**config.mk**
```make
export PLATFORM = sky130hd
export DESIGN_NAME = alu_op_sequencer
export DESIGN_NICKNAME = d
export VERILOG_FILES = /design/src/rtl/alu_op_sequencer.sv
export SDC_FILE = /design/constraint.sdc
export NUM_CORES = 1
export LEC_CHECK = 0
export CAP_MARGIN = 15
export CORE_ASPECT_RATIO = 1.5
export CORE_MARGIN = 3
export CORE_UTILIZATION = 43
export CTS_CLUSTER_DIAMETER = 40
export CTS_CLUSTER_SIZE = 16
export DETAILED_ROUTE_END_ITERATION = 8
export GPL_TIMING_DRIVEN = 0
export PLACE_DENSITY = 0.89
export SLEW_MARGIN = 10
export SYNTH_ARGS = -nofsm -noshare
export SYNTH_HDL_FRONTEND = slang
export SYNTH_SLANG_ARGS = --single-unit
```
**constraint.sdc**
```tcl
create_clock -name clk -period 1.86 [get_ports clk]
set_input_delay 0.279 -clock clk [delete_from_list [all_inputs] [get_ports clk]]
set_output_delay 0.279 -clock clk [all_outputs]
set_load 0.01 [all_outputs]
```
**src/rtl/alu_op_sequencer.sv**
```systemverilog
// Issues one op at a time to the ALU: decodes the opcode to one-hot control, holds
// operands for the ALU latency, captures the result and returns it on a response channel.
module alu_op_sequencer #(
   parameter int WIDTH       = 4,
   parameter int ALU_LATENCY = 1
) (
   input  logic             clk,
   input  logic             reset,
   input  logic             req_valid,
   output logic             req_ready,
   input  logic [3:0]       req_op,
   input  logic [WIDTH-1:0] req_a,
   input  logic [WIDTH-1:0] req_b,
   output logic             rsp_valid,
   input  logic             rsp_ready,
   output logic [WIDTH-1:0] rsp_result,
   output logic             rsp_overflow,
   output logic             rsp_err,
   output logic             busy,
   output logic [8:0]       alu_ctrl,
   output logic [WIDTH-1:0] alu_in1,
   output logic [WIDTH-1:0] alu_in2,
   input  logic [WIDTH-1:0] alu_out,
   input  logic             alu_overflow
);

   typedef enum logic [1:0] {S_IDLE, S_EXEC, S_RESP} state_t;

   localparam logic [3:0] OP_ADD = 4'd0;
   localparam logic [3:0] OP_SUB = 4'd1;
   localparam logic [3:0] OP_LSR = 4'd2;
   localparam logic [3:0] OP_MAX = 4'd8;

   state_t           r_state;
   state_t           w_state_next;
   logic [2:0]       r_cnt;
   logic [2:0]       w_cnt_next;
   logic [3:0]       r_op;
   logic [WIDTH-1:0] r_a;
   logic [WIDTH-1:0] r_b;
   logic [WIDTH-1:0] r_result;
   logic             r_ovf;
   logic             r_err;
   logic             w_accept;
   logic             w_legal;
   logic             w_capture;

   assign w_legal   = (req_op <= OP_MAX);
   assign w_accept  = (r_state == S_IDLE) && req_valid;
   assign w_capture = (r_state == S_EXEC) && (r_cnt == 3'd0);

   always_comb begin
      w_state_next = r_state;
      w_cnt_next   = r_cnt;
      req_ready    = 1'b0;
      rsp_valid    = 1'b0;
      busy         = 1'b1;
      alu_ctrl     = '0;
      alu_in1      = '0;
      alu_in2      = '0;
      case (r_state)
         S_IDLE: begin
            req_ready = 1'b1;
            busy      = 1'b0;
            if (req_valid) begin
               if (w_legal) begin
                  w_state_next = S_EXEC;
                  w_cnt_next   = 3'(ALU_LATENCY);
               end else begin
                  w_state_next = S_RESP;
               end
            end
         end
         S_EXEC: begin
            // r_op is only ever latched from a legal opcode, so this stays one-hot
            alu_ctrl = 9'd1 << r_op;
            alu_in1  = r_a;
            alu_in2  = r_b;
            if (r_cnt == 3'd0) begin
               w_state_next = S_RESP;
            end else begin
               w_cnt_next = r_cnt - 3'd1;
            end
         end
         S_RESP: begin
            rsp_valid = 1'b1;
            if (rsp_ready) begin
               w_state_next = S_IDLE;
            end
         end
         default: begin
            w_state_next = S_IDLE;
         end
      endcase
   end

   always_ff @(posedge clk or negedge reset) begin
      if (!reset) begin
         r_state  <= S_IDLE;
         r_cnt    <= '0;
         r_op     <= '0;
         r_a      <= '0;
         r_b      <= '0;
         r_result <= '0;
         r_ovf    <= 1'b0;
         r_err    <= 1'b0;
      end else begin
         r_state <= w_state_next;
         r_cnt   <= w_cnt_next;
         if (w_accept) begin
            if (w_legal) begin
               r_op <= req_op;
               r_a  <= req_a;
               r_b  <= req_b;
            end else begin
               r_result <= '0;
               r_ovf    <= 1'b0;
               r_err    <= 1'b1;
            end
         end
         if (w_capture) begin
            // LSR only loads the ALU shift register; its out port carries nothing useful
            r_result <= (r_op == OP_LSR) ? r_a : alu_out;
            r_ovf    <= ((r_op == OP_ADD) || (r_op == OP_SUB)) ? alu_overflow : 1'b0;
            r_err    <= 1'b0;
         end
      end
   end

   assign rsp_result   = r_result;
   assign rsp_overflow = r_ovf;
   assign rsp_err      = r_err;

endmodule

```
After elaboration in Yosys (flattened, before gate mapping)
Cells that the tools add are included.

storage, ports and cells
  bits in registers = 23
  latch bits = 0
  bits in writable memories = 0
  ROM bits = 0
  input bits = 21
  output and inout bits = 26
  logic and storage cells = 59
  memories = 0

cells by class
  add/subtract/negate cells = 1
  multiply operators = 0
  div/mod/pow operators = 0
  magnitude comparators = 1
  equal/unequal tests = 10
  shift-type cells = 1
  muxes and demuxes = 26
  bitwise logic cells = 0
  reductions and logical operators = 12

operators with widths
  kind                   number
  $mux W4                6
  $mux W1                10
  $mux W3                3
  $mux W9                1
  $shl A1 B4 Y9 const A  1
  $mux W2                4
  $ne A2 B2 Y1 const B   4
  $pmux W2 S3            1
  $pmux W3 S2            1
  $eq A4 B1 Y1 const B   1
  $eq A4 B2 Y1 const B   1
  $le A4 B4 Y1 const B   1
  $logic_not A4 Y1       1
  $ne A2 B1 Y1 const B   2
  $reduce_and A2 Y1      2
  $reduce_and A4 Y1      1
  $reduce_bool A2 Y1     2
  $logic_not A3 Y1       1
  $reduce_and A3 Y1      1
  $sub A3 B1 Y3 const B  1
  $eq A2 B1 Y1 const B   1
  $eq A2 B2 Y1 const B   1
  $logic_and A1 B1 Y1    2
  $logic_not A2 Y1       1
  $logic_or A1 B1 Y1     1

Logic depth before layout (Yosys ltp)
  depth after elaboration = 4
  depth in mapped cells = 6

Worst setup path after synthesis
Ideal clock, no wire load.

  path kind = register to output
  from = reg r_state[1]
  to = out alu_ctrl[0]
  arrival time = 1,265 ps
  data required time = 1,581 ps
  setup slack = 316 ps
  cell stages (with the launch flop) = 4
  path buffers = 0
  cells stage by stage = dfrtp_1 nand2b_1 or3_1 nor3_1

between the ends
  longest elaborated chain between the ends = 2

ends and longest elaborated chain
  what                    line  text
  from (decl)             34    state_t r_state;
  from (signal assigned)  108   r_state <= w_state_next;
  $eq A2 B1 Y1            61    case (r_state)
  $mux W9                 61
  to (decl)               20    output logic [8:0] alu_ctrl,

Every way passes these cells.

Final worst setup path
  from = reg r_state[1]
  to = out alu_ctrl[2]

Same word-level chain as after synthesis.

==> results.yml <==
synthesis:
  syn-num-nets: 125
  ys.warnings.count: 0
  syn_area_per_cell_um2: 12.1
  syn_area_um2: 1230
  synth_top_family_by_area: "simple AND/OR/NAND/NOR gates"
  synthSimpleGateAreaFrac_pct: 21.0
  yosys.area.top_type: "dfrtp_1"
  syn_inst: 102
  async_reset_ff_share_pct: 100
  post_synth_most_frequent_cells: "23 x dfrtp_1, 10 x nor2_1, 8 x and2_1"
  ys_ff_latch: 23
  synth_fa_ha_area_share_pct: 2.03
  synth_xor_area_share_pct: 0
  synthMuxAreaShare_pct: 12.7
  synth.top_cell.area_share_pct: 46.7
  synth_compound_area_share_pct: 13.9
  yosysUniqueCellTypes: 31
  synth_flop_cell: "dfrtp_1"
  post-synth-top-count-cell: "dfrtp_1"
  synth-edff-count: 0
  synth_seq_area_share_pct: 46.7
  synthTopCellsByArea: "dfrtp_1 47%, mux2_4 8.5%, and2_1 4.1%"
sta:
  period_share_pct: 100
  rsz0062_at_grt: "yes"
  setup-tns-final_ns: -0.00848
  fmax_mhz: 535
  timing.slew.headroom_pct: 32.3
  tightest_slew_ns: 1.01
  hold_viol: 0
  timing.final.ws_setup_ns: -0.00848
  finalSetupViolations: 1
  fin_skew_ns: 0.00350
  slew_viol_final: 0
  period_minus_slack_ns: 1.87
  whs_ns: 0.492
die:
  die_w_um: 49.7
  rows: 23
  core_um2: 2710
  die-area_um2: 3560
  die_h_um: 71.6
  io_pins: 47
  start_util_pct: 45.6
power:
  p_comb_share_pct: 53.9
  p_per_area_nw_per_um2: 1420
  p_clk_share_pct: 11.6
  p_int_mw: 1.65
  seq_power_share_pct: 34.6
  leakage_nw: 0.840
  switching_share_pct: 36.2
  ir_drop_mv: 0.813
  power_switching_mw: 0.935
clocking:
  clockRootBuffer: "clkbuf_8"
  insertion_delay_ns: 0.26
  cts_tree: "yes"
  cts.sinks: 23
  numCtsBuffers: 3
  path_clk_slew_ns: 0.07
  cts.path.max_buffers: 2
  cts_hold_buf: 0
  cts_htree_levels: 1
layout:
  final_cells: 194
  n_antenna_cell: 0
  area_growth_pct: 48.0
  postLayoutCoreUtil_pct: 67.5
  drive_above_1_share_pct: 25.5
  nets: 181
global_routing:
  grt_pass1_vias: 1114
  antenna_found_initial: 0
  grt_overflow: 0
  grt.total_usage_pct: 18.3
  grt_max_degree: 24
  grt_pass1_wl_um: 5070
route:
  final_antenna_net_count: 0
  first_pass_iters: 4
  wl_per_cell_um: 15.9
  via_count: 1000
  drtIter0Drc: 7
  drt_drc_violations_left: 0
  drt-total-wl_um: 3090
  viasPerCell: 5.15
min_path:
  min_path_type: "reg -> reg"
placement:
  dp_hpwl_um: 2310
  place_ws_ns: -0.255
  port-buffer-count: 46
  gp_congestion: 0.822
  dp.cells: 185
critical_path:
  cp_max_fo: 4
  cpMaxStageDelayCell: "dfrtp_2"
  end_kind: "primary output"
  critPathLaunchType: "flip-flop"
  cp.arrival_ns: 1.59
  cpPeakStageDelay_ns: 0.43
  crit_required_ns: 1.58
  crit_family: "simple AND/OR/NAND/NOR gates"
  crit_buf_inv: 1
  crit_chain: "nand2b_4, or3_4, nor2_2, clkdlybuf4s15_2"
  criticalPathCategory: "reg -> out"
status:
  status: "finished with violations"
  violations: "negative setup slack"
job:
  maxCapViolCount: 0
[cell usage in the layout (no fill, tap or decap), types with 2 or more instances in the layout]
master and count:
o2bb2ai_1 5, dlygate4sd2_1 12, mux2_4 7, clkbuf_8 3, o21a_1 3, nor3_1 2, and2_1 8, nor2_1 6
dfrtp_1 21, clkdlybuf4s50_1 28, dfrtp_2 2, nand2b_1 6, nor2_2 4, a22o_1 3, o32ai_1 2, buf_2 6
ha_1 2, or3_4 2, buf_4 4, inv_1 5, mux2i_1 4, buf_6 2, nand3b_1 2
[power groups by stage]
stage	registers (mW)	logic (mW)	clock network, mW
6_report	0.893	1.39	0.299
5_1_grt	0.928	1.50	0.331
4_1_cts	0.894	1.37	0.307
3_5_place_dp	0.897	1.31	0
3_3_place_gp	0.883	1.25	0
2_1_floorplan	0.864	0.792	0
[worst paths after layout]
kind	startpoint	endpoint	slack [ns]	depth (start not counted)
max	r_state[1]$_DFFE_PN0P_	alu_ctrl[2]	-0.008	4
min	r_b[0]$_DFFE_PN0P_	r_b[0]$_DFFE_PN0P_	0.49	1
max reg2reg	r_cnt[0]$_DFFE_PN0P_	r_state[1]$_DFFE_PN0P_	0.16	6
min reg2reg	r_b[0]$_DFFE_PN0P_	r_b[0]$_DFFE_PN0P_	0.49	1
max in group asynchronous	reset	r_state[1]$_DFFE_PN0P_	0.61	1
min in group asynchronous	reset	rsp_overflow$_DFFE_PN0P_	0.57	1
[layout make-up]
type	instances	area, um^2
buffer	3	27.5
sequential	23	578
fill	211	880
tap	37	46.3
clock buffer	3	41.3
multi-input combinational	71	637
clock inverter	1	5.00
inverter	5	18.8
timing repair buffer	51	472
[per-layer routing]
layer	GRT usage, %	routed length, um	vias to the layer above
met3	3.33	157	6
met1	19.2	1080	481
li1	-	-	478
met4	5.23	55	0
met5	0	0	-
met2	35.9	1790	35
[logic make-up (layout without fill, tap and decap cells)]
logic type | Yosys count | in the layout
simple gates | 40 | 40
flops | 23 | 23
compound gates | 17 | 17
mux | 12 | 12
buf+inv | 8 | 63
fa+ha+maj | 2 | 2
[stage by stage]
| stage | cell area [um^2] | power, mW |
|---|---|---|
| CTS | 1830 | 2.57 |
| floorplan | 1230 | 1.66 |
| global route | 1830 | 2.76 |
| detailed placement | 1740 | 2.21 |
| finish | 1830 | 2.58 |
| global placement | 1740 | 2.13 |
[registers in the layout, indices dropped and copies added, names as in the netlist]
register	count
rsp_overflow	1
r_state	2
rsp_err	1
r_op	4
r_cnt	3
rsp_result	4
r_a	4
r_b	4
[repair_timing]
action | CTS | global route
endpoints found under the hold margin | 0 | 0
setup buffers | 4 | 1
gates resized for setup | 39 | 7
endpoints found under the setup margin | 17 | 7
No activity file was read; power rests on OpenSTA's default activity.
